===== src/rtl/conv2_mult_scheduler_if.sv =====
// Handshake and multiplier-stage bundle for the conv2 multiply scheduler.
// The slave side is the scheduler; the master side is its environment.
interface conv2_mult_scheduler_if #(
    parameter int SUM_W = 20
);
    logic              in_valid;
    logic              in_ready;
    logic [35:0]       in_a;
    logic [35:0]       in_b;
    logic [5:0]        in_mask;
    logic              mult_enable;
    logic [35:0]       mult_a;
    logic [35:0]       mult_b;
    logic [71:0]       mult_p;
    logic              mult_done;
    logic              out_valid;
    logic              out_ready;
    logic [SUM_W-1:0]  out_sum;
    logic              busy;

    modport master (
        output in_valid, in_a, in_b, in_mask, mult_p, mult_done, out_ready,
        input  in_ready, mult_enable, mult_a, mult_b, out_valid, out_sum, busy
    );

    modport slave (
        input  in_valid, in_a, in_b, in_mask, mult_p, mult_done, out_ready,
        output in_ready, mult_enable, mult_a, mult_b, out_valid, out_sum, busy
    );
endinterface


===== src/rtl/conv2_mult_scheduler.sv =====
// Feeds masked 6-lane operand groups to an external multiplier stage and
// accumulates NUM_GROUPS lane-sum results into one signed dot product.
module conv2_mult_scheduler #(
    parameter int NUM_GROUPS = 4,
    parameter int SUM_W      = 20
) (
    input  logic                   clk,
    input  logic                   reset,
    conv2_mult_scheduler_if.slave  bus
);
    localparam int CNT_W = $clog2(NUM_GROUPS + 1);
    localparam logic [CNT_W-1:0] LAST_GROUP = CNT_W'(NUM_GROUPS - 1);

    typedef enum logic [1:0] {IDLE, ISSUE, CAPTURE, OUT} state_t;

    state_t                   state_reg, state_next;
    logic signed [SUM_W-1:0]  acc_reg, acc_next;
    logic [CNT_W-1:0]         cnt_reg, cnt_next;
    logic [35:0]              a_reg, b_reg;
    logic [35:0]              a_gated, b_gated;
    logic                     load_ops;
    logic signed [SUM_W-1:0]  lane_ext [6];
    logic signed [SUM_W-1:0]  prod_sum;

    // Inactive lanes are zeroed before they reach the multiplier.
    for (genvar gi = 0; gi < 6; gi++) begin : g_lane
        assign a_gated[6*gi +: 6] = bus.in_mask[gi] ? bus.in_a[6*gi +: 6] : 6'd0;
        assign b_gated[6*gi +: 6] = bus.in_mask[gi] ? bus.in_b[6*gi +: 6] : 6'd0;
        assign lane_ext[gi] = SUM_W'($signed(bus.mult_p[12*gi +: 12]));
    end

    always_comb begin
        prod_sum = '0;
        for (int k = 0; k < 6; k++) begin
            prod_sum = prod_sum + lane_ext[k];
        end
    end

    always_ff @(posedge clk) begin
        if (reset) begin
            state_reg <= IDLE;
            acc_reg   <= '0;
            cnt_reg   <= '0;
            a_reg     <= '0;
            b_reg     <= '0;
        end else begin
            state_reg <= state_next;
            acc_reg   <= acc_next;
            cnt_reg   <= cnt_next;
            if (load_ops) begin
                a_reg <= a_gated;
                b_reg <= b_gated;
            end
        end
    end

    always_comb begin
        state_next      = state_reg;
        acc_next        = acc_reg;
        cnt_next        = cnt_reg;
        load_ops        = 1'b0;
        bus.in_ready    = 1'b0;
        bus.mult_enable = 1'b0;
        bus.mult_a      = '0;
        bus.mult_b      = '0;
        bus.out_valid   = 1'b0;
        bus.out_sum     = acc_reg;
        bus.busy        = (state_reg != IDLE);
        case (state_reg)
            IDLE: begin
                bus.in_ready = 1'b1;
                if (bus.in_valid) begin
                    load_ops   = 1'b1;
                    state_next = ISSUE;
                end
            end
            ISSUE: begin
                bus.mult_enable = 1'b1;
                bus.mult_a      = a_reg;
                bus.mult_b      = b_reg;
                state_next      = CAPTURE;
            end
            CAPTURE: begin
                bus.mult_enable = 1'b1;
                bus.mult_a      = a_reg;
                bus.mult_b      = b_reg;
                if (bus.mult_done) begin
                    acc_next   = acc_reg + prod_sum;
                    cnt_next   = cnt_reg + 1'b1;
                    state_next = (cnt_reg == LAST_GROUP) ? OUT : IDLE;
                end
            end
            OUT: begin
                bus.out_valid = 1'b1;
                if (bus.out_ready) begin
                    acc_next   = '0;
                    cnt_next   = '0;
                    state_next = IDLE;
                end
            end
            default: state_next = IDLE;
        endcase
    end
endmodule


===== src/flat_wrapper.sv =====
// flat-port wrapper written by rule: the top's interface ports become plain ports
module conv2_mult_scheduler_flat 
#(
    parameter int NUM_GROUPS = 4,
    parameter int SUM_W      = 20
)
  (clk, reset, bus_in_valid, bus_in_a, bus_in_b, bus_in_mask, bus_mult_p, bus_mult_done, bus_out_ready, bus_in_ready, bus_mult_enable, bus_mult_a, bus_mult_b, bus_out_valid, bus_out_sum, bus_busy);
  conv2_mult_scheduler_if #(.SUM_W(SUM_W)) bus_i ();
  input  logic clk;
  input  logic reset;
  input wire logic [$bits(bus_i.in_valid)-1:0] bus_in_valid;
  input wire logic [$bits(bus_i.in_a)-1:0] bus_in_a;
  input wire logic [$bits(bus_i.in_b)-1:0] bus_in_b;
  input wire logic [$bits(bus_i.in_mask)-1:0] bus_in_mask;
  input wire logic [$bits(bus_i.mult_p)-1:0] bus_mult_p;
  input wire logic [$bits(bus_i.mult_done)-1:0] bus_mult_done;
  input wire logic [$bits(bus_i.out_ready)-1:0] bus_out_ready;
  output wire logic [$bits(bus_i.in_ready)-1:0] bus_in_ready;
  output wire logic [$bits(bus_i.mult_enable)-1:0] bus_mult_enable;
  output wire logic [$bits(bus_i.mult_a)-1:0] bus_mult_a;
  output wire logic [$bits(bus_i.mult_b)-1:0] bus_mult_b;
  output wire logic [$bits(bus_i.out_valid)-1:0] bus_out_valid;
  output wire logic [$bits(bus_i.out_sum)-1:0] bus_out_sum;
  output wire logic [$bits(bus_i.busy)-1:0] bus_busy;
  assign bus_i.in_valid = bus_in_valid;
  assign bus_i.in_a = bus_in_a;
  assign bus_i.in_b = bus_in_b;
  assign bus_i.in_mask = bus_in_mask;
  assign bus_i.mult_p = bus_mult_p;
  assign bus_i.mult_done = bus_mult_done;
  assign bus_i.out_ready = bus_out_ready;
  assign bus_in_ready = bus_i.in_ready;
  assign bus_mult_enable = bus_i.mult_enable;
  assign bus_mult_a = bus_i.mult_a;
  assign bus_mult_b = bus_i.mult_b;
  assign bus_out_valid = bus_i.out_valid;
  assign bus_out_sum = bus_i.out_sum;
  assign bus_busy = bus_i.busy;
  conv2_mult_scheduler #(.NUM_GROUPS(NUM_GROUPS), .SUM_W(SUM_W)) u_core (.clk(clk), .reset(reset), .bus(bus_i));
endmodule

===== config.mk =====
export PLATFORM = sky130hd
export DESIGN_NAME = conv2_mult_scheduler_flat
export DESIGN_NICKNAME = d
export VERILOG_FILES = /design/src/rtl/conv2_mult_scheduler_if.sv /design/src/rtl/conv2_mult_scheduler.sv /design/src/flat_wrapper.sv
export SDC_FILE = /design/constraint.sdc
export NUM_CORES = 1
export LEC_CHECK = 0
export ABC_AREA = 1
export ABC_CLOCK_PERIOD_IN_PS = 5670
export CAP_MARGIN = 5
export CORE_ASPECT_RATIO = 1.5
export CORE_MARGIN = 2
export CORE_UTILIZATION = 35
export CTS_BUF_LIST = sky130_fd_sc_hd__clkbuf_8
export CTS_CLUSTER_SIZE = 24
export DETAILED_ROUTE_END_ITERATION = 8
export DONT_BUFFER_PORTS = 1
export PLACE_DENSITY = 0.47
export SLEW_MARGIN = 15
export SYNTH_ARGS = -nofsm -noshare
export SYNTH_HDL_FRONTEND = slang
export SYNTH_SLANG_ARGS = --single-unit

===== constraint.sdc =====
create_clock -name clk -period 5.67 [get_ports clk]
set_input_delay 1.134 -clock clk [delete_from_list [all_inputs] [get_ports clk]]
set_output_delay 1.134 -clock clk [all_outputs]
set_load 0.02 [all_outputs]

# Word-level counts from Yosys, hierarchy flattened
# Index checks and enable logic that the tools add are counted.
# word_totals
regBits	97
latch_bits	0
mem_bits_rw	0
romBits	0
input_bits	155
out_inout_bits	96
wordCells	55
mem_count	0
# classes
addsub	7
mul	0
n_div	0
magnitude_cmp	0
eq_ne	7
shift	0
mux	30
bitwise_logic	0
reduce_logical	6
# ops
operator	n
$mux W36	2
$mux W6	12
$add A20 B12 Y20	3
$mux W20	2
$pmux W20 S2	1
$add A20 B20 Y20	1
$add A13 B12 Y14	1
$add A12 B12 Y13	1
$mux W2	4
$pmux W2 S4	1
$mux W3	2
$ne A2 B2 Y1 const B	3
$pmux W3 S2	1
$reduce_and A3 Y1	2
$mux W1	5
$eq A2 B2 Y1 const B	2
$reduce_bool A2 Y1	2
$add A3 B1 Y3 const B	1
$eq A3 B2 Y1 const B	1
$eq A2 B1 Y1 const B	1
$logic_not A2 Y1	1
$reduce_or A2 Y1	1

# Depth between registers and ports, before layout
# depth
word_depth	8
ltp_mapped	25
mapped_depth_nobuf	25

# Worst setup path after synthesis
# No wires, ideal clock.
# synth_timing
path_type	input port to flip-flop
start	input port bus_mult_p[1]
end	register u_core.acc_reg[19], in the netlist u_core.bus.out_sum[19]
setup_ns	0.132
arrival_time_ns	5.120
required_time_ns	5.538
setup_slack_ns	0.418
path_stages	24
path_buffers	0
path_cell_list	fa_1 > ha_1 > fa_1 > nand3_1 > nand3_1 > nand2_1 > o211ai_2 > nand4_1 > nand2_1 > xor2_1 > fa_1 > inv_1 > fa_1 > ha_1 > nand2_1 > inv_1 > nand2_1 > nand2_1 > nand2_1 > nand2_1 > nor2_1 > nand3_1 > nand3_1 > a21oi_1
# synth_between
elab_chain_len	8
# synth_rtl
item	line_no	rtl
start: declaration	flat_wrapper.sv:15	input wire logic [$bits(bus_i.mult_p)-1:0] bus_mult_p;
$add A12 B12 Y13	conv2_mult_scheduler.sv:35	prod_sum = prod_sum + lane_ext[k];
$add A13 B12 Y14	conv2_mult_scheduler.sv:35	
$add A20 B12 Y20 (3 in a row)	conv2_mult_scheduler.sv:35	
$add A20 B20 Y20	conv2_mult_scheduler.sv:88	acc_next = acc_reg + prod_sum;
$mux W20	conv2_mult_scheduler.sv:87	if (bus.mult_done) begin
$pmux W20 S2	conv2_mult_scheduler.sv:69	case (state_reg)
end signal: assignment	conv2_mult_scheduler.sv:48	acc_reg <= acc_next;
end: declaration	conv2_mult_scheduler.sv:17	logic signed [SUM_W-1:0] acc_reg, acc_next;
# Every way passes these cells. The select of a mux whose other input is x is not followed.
# A chain may end at the register's enable or synchronous reset.

# Worst setup path in the final report
# layout_timing
start	input port bus_mult_p[1]
end	register u_core.acc_reg[18], in the netlist u_core.bus.out_sum[18]
# Same word-level chain as after synthesis.

==> flow_summary.ini <==
[global_routing]
grt_start_max_net_pins = 94
antenna_found_initial = 0
overflow = 0
grt_pass1_vias = 6087
grt_pass1_wl_um = 30200
grt_usage = 0.179

[routing]
route.detailed.drc = 0
drt_wl_total_um = 19000
first_pass_iters = 4
routedWlPerCell_um = 15.6
drtAntennaViolNets = 0
via_count = 5983
drt_iter0_drc = 180
avgViaCountPerCell = 4.90

[critical_path]
worstPathRequired_ps = 5960
cp_top_family = adder cells
cp_num_buf_inv = 2
critPathLaunchType = primary input
cp_max_fo = 5
critPathArrivalTime_ps = 5640
critical-path-max-stage-delay_ps = 600
crit_chain = fa_1, ha_1, fa_1, nand3_1, nand3_1, nand2_1, o211ai_2, nand4_1, nand2_1, xor2_1, fa_1, clkinvlp_4, buf_12, fa_1, ha_1, a21oi_1, o21ai_0, a21oi_1, nand2_1, nand2_1, nand3_1, a21oi_1
critPathCaptureType = flop
crit_type = in -> reg
slowest_stage = fa_1

[timing]
hold_viol_final = 0
clock.fmax_mhz = 187
timing.hold.ws_ps = 467
worst_slew_pin_slew_ps = 933
relSlewSlack = 0.378
fin_crit_sh = 0.942
period_needed_ps = 5340
finClkSkew_ps = 14.0
drv_slew = 0
rsz0062_at_grt = false
setup_viol = 0

[power_and_ir_drop]
irDropWorstVdd_mv = 0.200
power.density_nw_per_um2 = 634
p_total_mw = 4.71
p_leak_nw = 3.64

[clocking]
clkSinkCount = 97
cts_tree = built
cts_hold_buf = 0
htree_num_levels = 3
cts.reportedPaths.clkPinSlew_ps = 110
clock_path_buffers = 2
cts_root_buf = clkbuf_8
cts_buffers = 9
clock_latency_ps = 370

[cells_and_area]
register_area_um2 = 1940
multi_input_area_um2 = 4250
n_antenna_cell = 0
layout.nets = 1205
final_util = 0.377
fillers = 2199
drive_gt1_frac = 0.0417
syn_to_final_growth_pct = 5.79

[yosys]
synth_top_area_frac = 0.277
syn_nets = 1230
synth_edf_count = 0
yosysWarnings = 0
yosysTopAreaCell = dfxtp_1
synth.distinct_cells = 35
synth_flop_cell = dfxtp_1
synth_seq_area_share = 0.277
synth-seq-cells = 97
synth_area_leaders = dfxtp_1 (28%), fa_1 (16%), nand2_1 (14%)
syn_area_per_cell_um2 = 7.16
async_flop_share = 0
yosys-top-cells-count = nand2_1 (268), inv_1 (167), a21oi_1 (115)
yosysMostFrequentCell = nand2_1
postSynthCellCount = 980
syn-cell-area_um2 = 7020

[floorplanning]
fp.dieH_um = 177
die_area_um2 = 21200
core_um2 = 19700
num_rows = 63
pin_count = 251
start_util = 0.356
dieWidth_um = 120

[placement]
dpl.hpwl_um = 14600
gp_congestion = 0.822
io_buffers = 0

[job]
cap_violations = 0

[worst_hold_path]
min_path_type = reg -> reg

[run_status]
outcome = finished clean
-- per-stage QoR --
stage,setup WS (ps),cells,TNS (ps),instance area (µm²)
detailed placement,-73.0,1203,-93.7,7210
global route,14.5,1220,0,7420
CTS,319,1219,0,7400
floorplan,418,980,0,7020
finish,328,1220,0,7420
global placement,-8.41,1203,-8.41,7210
-- kinds of logic after synthesis --
logic type                 synth area share
xor gates and xnor gates             0.0175
adders and majority gates             0.230
buffers and inverters                 0.118
and+or+nand+nor                       0.247
AOI/OAI and AO/OA                     0.110
DFF                                   0.277
-- cells in the final DEF (no fill, tap or decap), types with 2 or more instances in the layout --
cell and n:
a21oi_1 115, a21oi_2 2, a31oi_1 2, buf_4 5
clkbuf_8 9, clkinvlp_4 2, dfxtp_1 97, fa_1 57
ha_1 37, inv_1 166, inv_2 6, inv_8 3
nand2_1 267, nand2_2 2, nand3_1 101, nand3b_1 5
nor2_1 28, nor3_1 9, o21a_1 3, o21ai_0 7
o21ai_1 3, o21bai_1 3, or2_2 3, xnor2_1 5
xor2_1 9
-- routing by layer --
metal,vias to the layer above,share of wire,GRT usage
li1,2992,-,-
met1,2768,0.39,0.192
met2,196,0.53,0.342
met3,27,0.059,0.0389
met4,0,0.025,0.0623
met5,-,0,0
-- where the power goes --
group / switching [mW] / total (mW) / internal, mW
Combinational: 2.14 / 3.26 / 1.11
Clock: 0.292 / 0.465 / 0.173
Sequential: 0.187 / 0.990 / 0.803
Total: 2.62 / 4.71 / 2.09
-- final timing paths --
kind | startpoint | endpoint | slack (ps) | cells after the start
hold reg to reg | u_core.b_reg[33] | u_core.b_reg[33] | 470 | 2
hold / removal | u_core.b_reg[33] | u_core.b_reg[33] | 470 | 2
setup / recovery | bus_mult_p[1] | u_core.bus.out_sum[18] | 330 | 22
setup reg to reg | u_core.bus.out_sum[1] | u_core.bus.out_sum[13] | 2730 | 14
-- worst reg2reg max path: cells and delay by family, from the launching register on --
kind,cells,cell delay [ps]
flip-flops,1,490
AO/OA/AOI/OAI,1,130
buffers and inverters,2,140
adder cells (fa/ha/maj),3,1270
AND/OR/NAND/NOR,8,840
-- what timing repair did --
item,in CTS,in global routing
hold endpoints to repair,0,0
buffers inserted,0,1
endpoints found under the setup margin,0,2
gates resized for setup,0,1
-- final cells by class --
| type | count | area share |
|---|---|---|
| Clock buffer | 9 | 0.0167 |
| Sequential cell | 97 | 0.262 |
| Timing Repair Buffer | 6 | 0.00775 |
| Tap cell | 260 | 0.0438 |
| Clock inverter | 7 | 0.00961 |
| Multi-Input combinational cell | 668 | 0.573 |
| Inverter | 173 | 0.0880 |
Power figures use the tool's default switching activity.
